### src/rtl/modn_counter_pkg.sv
// Shared constants and helpers for the modulo-N digit counters.
package modn_counter_pkg;

   // Width of one BCD-style digit and the two moduli used in time counters.
   localparam int DIGIT_W = 4;
   localparam int MOD_DEC = 10;
   localparam int MOD_SEX = 6;

   // Minimum number of bits needed to hold values 0..value-1.
   function automatic int clog2(input int value);
      int bits;
      bits = 0;
      for (int i = 0; i < 31; i++) begin
         if ((1 << i) < value) begin
            bits = i + 1;
         end
      end
      return bits;
   endfunction

endpackage : modn_counter_pkg

### src/rtl/modn_counter_cascade.sv
// 0..59 counter: a decade units digit feeding a modulo-6 tens digit.
module modn_counter_cascade
   import modn_counter_pkg::*;
(
   input  logic               clk,
   input  logic               rst,
   input  logic               en,
   output logic [DIGIT_W-1:0] units,
   output logic [DIGIT_W-1:0] tens,
   output logic               co
);

   logic units_co;

   // Units digit advances on every system enable.
   modn_counter #(
      .MODULUS (MOD_DEC),
      .WIDTH   (DIGIT_W)
   ) u_units (
      .clk   (clk),
      .rst   (rst),
      .en    (en),
      .count (units),
      .co    (units_co)
   );

   // Tens digit advances only on the units 9->0 wrap; its carry is the overall carry.
   modn_counter #(
      .MODULUS (MOD_SEX),
      .WIDTH   (DIGIT_W)
   ) u_tens (
      .clk   (clk),
      .rst   (rst),
      .en    (units_co),
      .count (tens),
      .co    (co)
   );

endmodule : modn_counter_cascade

### src/rtl/modn_counter.sv
// Modulo-N up-counter with count enable and combinational terminal-count carry.
// Interface: en is a qualify-only strobe with no back-pressure; every rising
// clk edge that samples en=1 advances count by exactly one step, and co flags
// the cycle in which that step will wrap count back to 0.
module modn_counter
   import modn_counter_pkg::*;
#(
   parameter int MODULUS = 10,
   parameter int WIDTH   = 4
) (
   input  logic             clk,
   input  logic             rst,
   input  logic             en,
   output logic [WIDTH-1:0] count,
   output logic             co
);

   // Terminal value; fits in WIDTH bits because MODULUS <= 2**WIDTH.
   localparam logic [WIDTH-1:0] LAST = WIDTH'(MODULUS - 1);

   // Reject moduli that cannot be represented or that make no sense.
   generate
      if (MODULUS < 2 || clog2(MODULUS) > WIDTH) begin : g_bad_modulus
         $error("modn_counter: MODULUS out of range for WIDTH");
      end
   endgenerate

   // Count state: async clear, enabled increment, wrap at or beyond the last value
   // so any out-of-range upset value recovers on the next enabled edge.
   always_ff @(posedge clk or negedge rst) begin
      if (!rst) begin
         count <= '0;
      end else if (en) begin
         if (count >= LAST) begin
            count <= '0;
         end else begin
            count <= count + 1'b1;
         end
      end
   end

   // Carry is only meaningful when the next edge actually wraps.
   assign co = en & (count == LAST);

endmodule : modn_counter

### config.mk
export PLATFORM = sky130hd
export DESIGN_NAME = modn_counter_cascade
export DESIGN_NICKNAME = d
export VERILOG_FILES = /design/src/rtl/modn_counter_pkg.sv /design/src/rtl/modn_counter_cascade.sv /design/src/rtl/modn_counter.sv
export SDC_FILE = /design/constraint.sdc
export NUM_CORES = 1
export LEC_CHECK = 0
export CAP_MARGIN = 20
export CELL_PAD_IN_SITES_DETAIL_PLACEMENT = 0
export CELL_PAD_IN_SITES_GLOBAL_PLACEMENT = 1
export CORE_MARGIN = 4
export CORE_UTILIZATION = 30
export DETAILED_ROUTE_END_ITERATION = 6
export GPL_TIMING_DRIVEN = 0
export PLACE_DENSITY = 0.77
export SLEW_MARGIN = 0
export SYNTH_ARGS = -nofsm -noshare
export SYNTH_HDL_FRONTEND = slang
export SYNTH_SLANG_ARGS = --single-unit
### constraint.sdc
create_clock -name clk -period 1.4 [get_ports clk]
set_input_delay 0.28 -clock clk [delete_from_list [all_inputs] [get_ports clk]]
set_output_delay 0.28 -clock clk [all_outputs]
set_load 0.02 [all_outputs]
# --- Yosys cells after proc, flatten, opt, wreduce, memory -nomap -nowiden ---
# Cells that the tools add are included.
# Widths: inputs -> output; s select.
word_totals:
  reg_bits: 8
  in_bits: 3
  out_inout_bits: 9
op_classes:
  addsub: 2
  n_lt_le_gt_ge: 2
  n_eq_ne: 2
  muxes: 2
  bitwise: 2
op_table:
  columns: ["op", "n"]
  rows:
  - ["$add 4x1->4 const B", 2]
  - ["$mux 4", 2]
  - ["$eq 4x3->1 const B", 1]
  - ["$eq 4x4->1 const B", 1]
  - ["$ge 4x3->1 const B", 1]
  - ["$ge 4x4->1 const B", 1]
  - ["$and 1x1->1", 2]

# --- Longest topological paths before layout ---
depth:
  ltp_word: 3
  mapped_depth: 5
  depth_no_buf: 5

# --- Modules after synthesis ---
# A second synthesis with hierarchy kept.
unflattened:
  hier_cells: 48
  area_unflattened_um2: 503.0
modules_own_cells:
  columns: ["mod", "instances", "cells_each", "area_per_inst_um2", "seq_area_each_um2"]
  rows:
  - ["modn_counter at u_tens", 1, 25, 256.5, 100.1]
  - ["modn_counter at u_units", 1, 23, 246.5, 100.1]

# --- Worst setup path after synthesis ---
# OpenSTA, ideal clock, no wires.
synth_path:
  path_kind: "flip-flop to output port"
  from: "register u_units.count[1]"
  to: "output co"
  arrival_time_ps: 1333
  required_time_ps: 1120
  path_slack_ps: -213
  path_stages_with_launch: 6
  path_cell_list: "dfrtp_1 -> inv_1 -> ha_1 -> nand4b_4 -> nor2_1 -> and3_1"
synth_between:
  elab_chain_cells: 3
synth_rtl:
  columns: ["item", "line", "rtl"]
  rows:
  - ["start, declared", "modn_counter.sv:14", "output logic [WIDTH-1:0] count,"]
  - ["start signal, assigned", "modn_counter.sv:37", "count <= count + 1'b1;"]
  - ["$eq 4x4->1", "modn_counter.sv:43", "assign co = en & (count == LAST);"]
  - ["$and 1x1->1 (2 in series)", "modn_counter.sv:43", null]
  - ["end, declared", "modn_counter_cascade.sv:10", "output logic co"]
# No other way between the ends.

# --- Worst setup path in the final report ---
# Same ends and word-level chain as after synthesis.

==> summary.txt <==
Power and ir drop
  – Total power: 1.312 mW
  – Leakage power: 0.3548 nW
  – VDD IR-drop max: 0.8262 mV
  – Pwr per Cell Area: 1802 nW/um^2

Cells and area
  – Ant. Diodes: 0
  – Nets: 80
  – Layout cells sized above 1: 32.86%
  – Area Growth Syn to Fin: 39.90%
  – Finished Layout Cells: 86

GRT
  – Gr busiest metal: met2
  – Met2 Use GR: 13.22%
  – Overflow after GRT: 0
  – Grt met1 use: 11.85%
  – Vias in the first global route: 376
  – First-pass GRT wire length: 1745 um
  – Largest net degree at the start of global routing: 10
  – GR Layer Usage met3: 6.627%
  – Gr usage total: 9.401%
  – Initial antenna violation count: 0

Setup path
  – Worst path max stage delay: 400 ps
  – Worst R2R Path Depth: 5
  – Crit-path max FO: 2
  – Startpoint Class: register
  – Family with the most delay on the worst path: simple AND/OR/NAND/NOR gates
  – Worst r2r src: u_tens.count[1]
  – Slack of the worst reg-to-reg path: 60 ps
  – Crit path buffers/inverters: 2
  – Critical Path RT: 1120 ps
  – Nature of the critical path endpoint: primary output
  – CP cell instances: inv_2 -> ha_4 -> nand4b_4 -> nor2_4 -> and3_4 -> buf_6
  – R2r endpoint: u_tens.count[1]
  – Slowest cell on the critical path: dfrtp_2
  – Worst EP arrival: 1380 ps
  – CP Class: reg2out

STA
  – Hold Vio Cnt, Final: 0
  – F_max: 0.6036 GHz
  – Final Worst Setup Slack: -256.6 ps
  – Fin. max-slew vios: 0
  – Final period utilization: 118.3%
  – Max-Slew Margin vs Limit: 76.77%
  – Final setup fails: 1
  – Tmin final: 1657 ps
  – RSZ-0062 raised after global routing: true
  – Slew @ Worst Pin: 347.4 ps
  – Clock Skew: 0.9945 ps

Detailed routing
  – Vias: 432
  – Avg WL per Cell: 12.08 um
  – WL final: 1039 um
  – Vias per inst: 5.023
  – Antenna viol nets, final: 0
  – DRC: 0
  – DRT iter0 DRCs: 3
  – Drt pass-1 iters: 3

Floorplan
  – Die Wd: 49.66 um
  – Total die area: 2466 sq um
  – Core ar.: 1577 sq um
  – Initial Util: 33.02%
  – Die Y: 49.66 um
  – IO Count: 12
  – FP Rows: 14

Flow run
  – Max cap viols: 0

Clock tree
  – CTS H-tree lvls: 1
  – Clk buf depth: 2
  – CTS tree: yes
  – Cts bufs inserted: 3
  – Root Buffer: clkbuf_4
  – # clock sinks: 8
  – Hold buffer count at cts: 0
  – Worst skew pair latency: 250 ps
  – Clock Pin Slew Worst Setup and Hold Paths: 50 ps

Placement
  – Placed insts: 78
  – HPWL after detailed placement: 747 um
  – Placer Congestion: 0.6775
  – Pre-CTS setup slack: -622.6 ps
  – IO Port Bufs: 10

Synthesis
  – Seq/Total Area, Yosys: 38.46%
  – #FFs+latches synth: 8
  – Syn Area/Cell: 10.01 sq um
  – Most used flip-flop cell after synthesis: dfrtp_1
  – Synth top area cells: dfrtp_1 (38%), ha_1 (14%), inv_1 (5.0%)
  – Area share of the largest cell type after synthesis: 38.46%
  – Post-synthesis cell type count: 23
  – Synth warn: 0
  – Synth cell count leaders: dfrtp_1 (8), inv_1 (7), ha_1 (6), nand2_1 (6)
  – Synthesized Nets: 61
  – Cell count after synthesis: 52
  – Number of synthesized flops with an enable pin: 0
  – Most frequent cell after synthesis: dfrtp_1
  – Most area-hungry cell type in the Yosys netlist: dfrtp_1
  – Ys async rst share: 100.0%
  – Synth Cell Area: 520.5 sq um

Worst hold path
  – Tightest Hold Check Type: in2async

Outcome
  – Status: complete, but fails checks
  – Failing checks: negative setup slack
==> power breakdown <==
group	internal [mW]	switching, mW
clock	0.109	0.0762
combinational	0.329	0.349
sequential	0.320	0.129
total	0.759	0.554
==> state kept, by name, indices dropped and copies added, names as in the netlist <==
signal / count
u_units.count: 4
u_tens.count: 4
==> worst register-to-register path, cell delays in order, from the launching register on <==
cell      delay [ps]
dfrtp_1          410
inv_1             90
ha_1             200
nand2b_1         190
a21oi_1           80
a32o_2           260
==> through the flow <==
step / TNS, ps / hold slack (ps) / cell area [sq um] / utilization (%)
after global routing: -443.2 / 299.6 / 728.2 / 46.19
after CTS: -282.9 / 285.8 / 711.9 / 45.16
after detailed placement: -627.4 / 558.3 / 663.1 / 42.06
after floorplan: -67.90 / -15.59 / 543.0 / -
final: -256.6 / 297.4 / 728.2 / 46.19
after global placement: -619.4 / 552.5 / 663.1 / 42.06
==> layout by cell type, fill, tap and decap left out, types with 2 or more instances in the layout <==
cell type,Yosys,routed
inv_1,7,6
clkdlybuf4s15_1,0,2
nand2_1,6,6
dfrtp_2,0,5
buf_4,1,5
nand2b_1,3,3
dlygate4sd2_1,0,6
clkbuf_4,0,3
ha_1,6,5
o21ai_0,3,3
dfrtp_1,8,3
a21oi_1,2,2
==> metal layers <==
metal,up-vias,wire [um],part of all wire [%]
met1,207,487,47
li1,220,-,-
met4,0,0,0
met5,-,0,0
met2,5,496,48
met3,0,55,5.3
==> area by class of cell <==
cell class | count | area (sq um)
multi-input combinational | 36 | 317.8
tap | 16 | 20.02
buffer | 1 | 7.507
fill | 162 | 848.3
sequential | 8 | 206.4
clock buffer | 4 | 26.28
timing repair buffer | 14 | 123.9
inverter | 7 | 26.28
==> worst max-delay path by stage <==
| stage | from | end | cells after the start |
|---|---|---|---|
| 6_report | u_units.count[1] | co | 6 |
| 5_1_grt | u_units.count[1] | co | 6 |
| 4_1_cts | u_units.count[1] | co | 6 |
| 3_5_place_dp | u_units.count[1] | co | 6 |
| 3_3_place_gp | u_units.count[1] | co | 6 |
| 2_1_floorplan | u_units.count[1] | co | 5 |
==> repair_timing <==
| item | in CTS | in global routing |
|---|---|---|
| setup buffers | 4 | 0 |
| setup endpoints to repair | 9 | 7 |
| resized for setup | 15 | 6 |
| pin swaps | 1 | 0 |
==> logic make-up (layout without fill, tap and decap cells) <==
group,Yosys count,after routing,synth area share (%)
flops,8,8,38.46
compound gates,14,14,20.92
simple gates,16,16,19.71
buf+inv,8,26,6.492
fa+ha+maj,6,6,14.42
No activity file was read; power rests on OpenSTA's default activity.
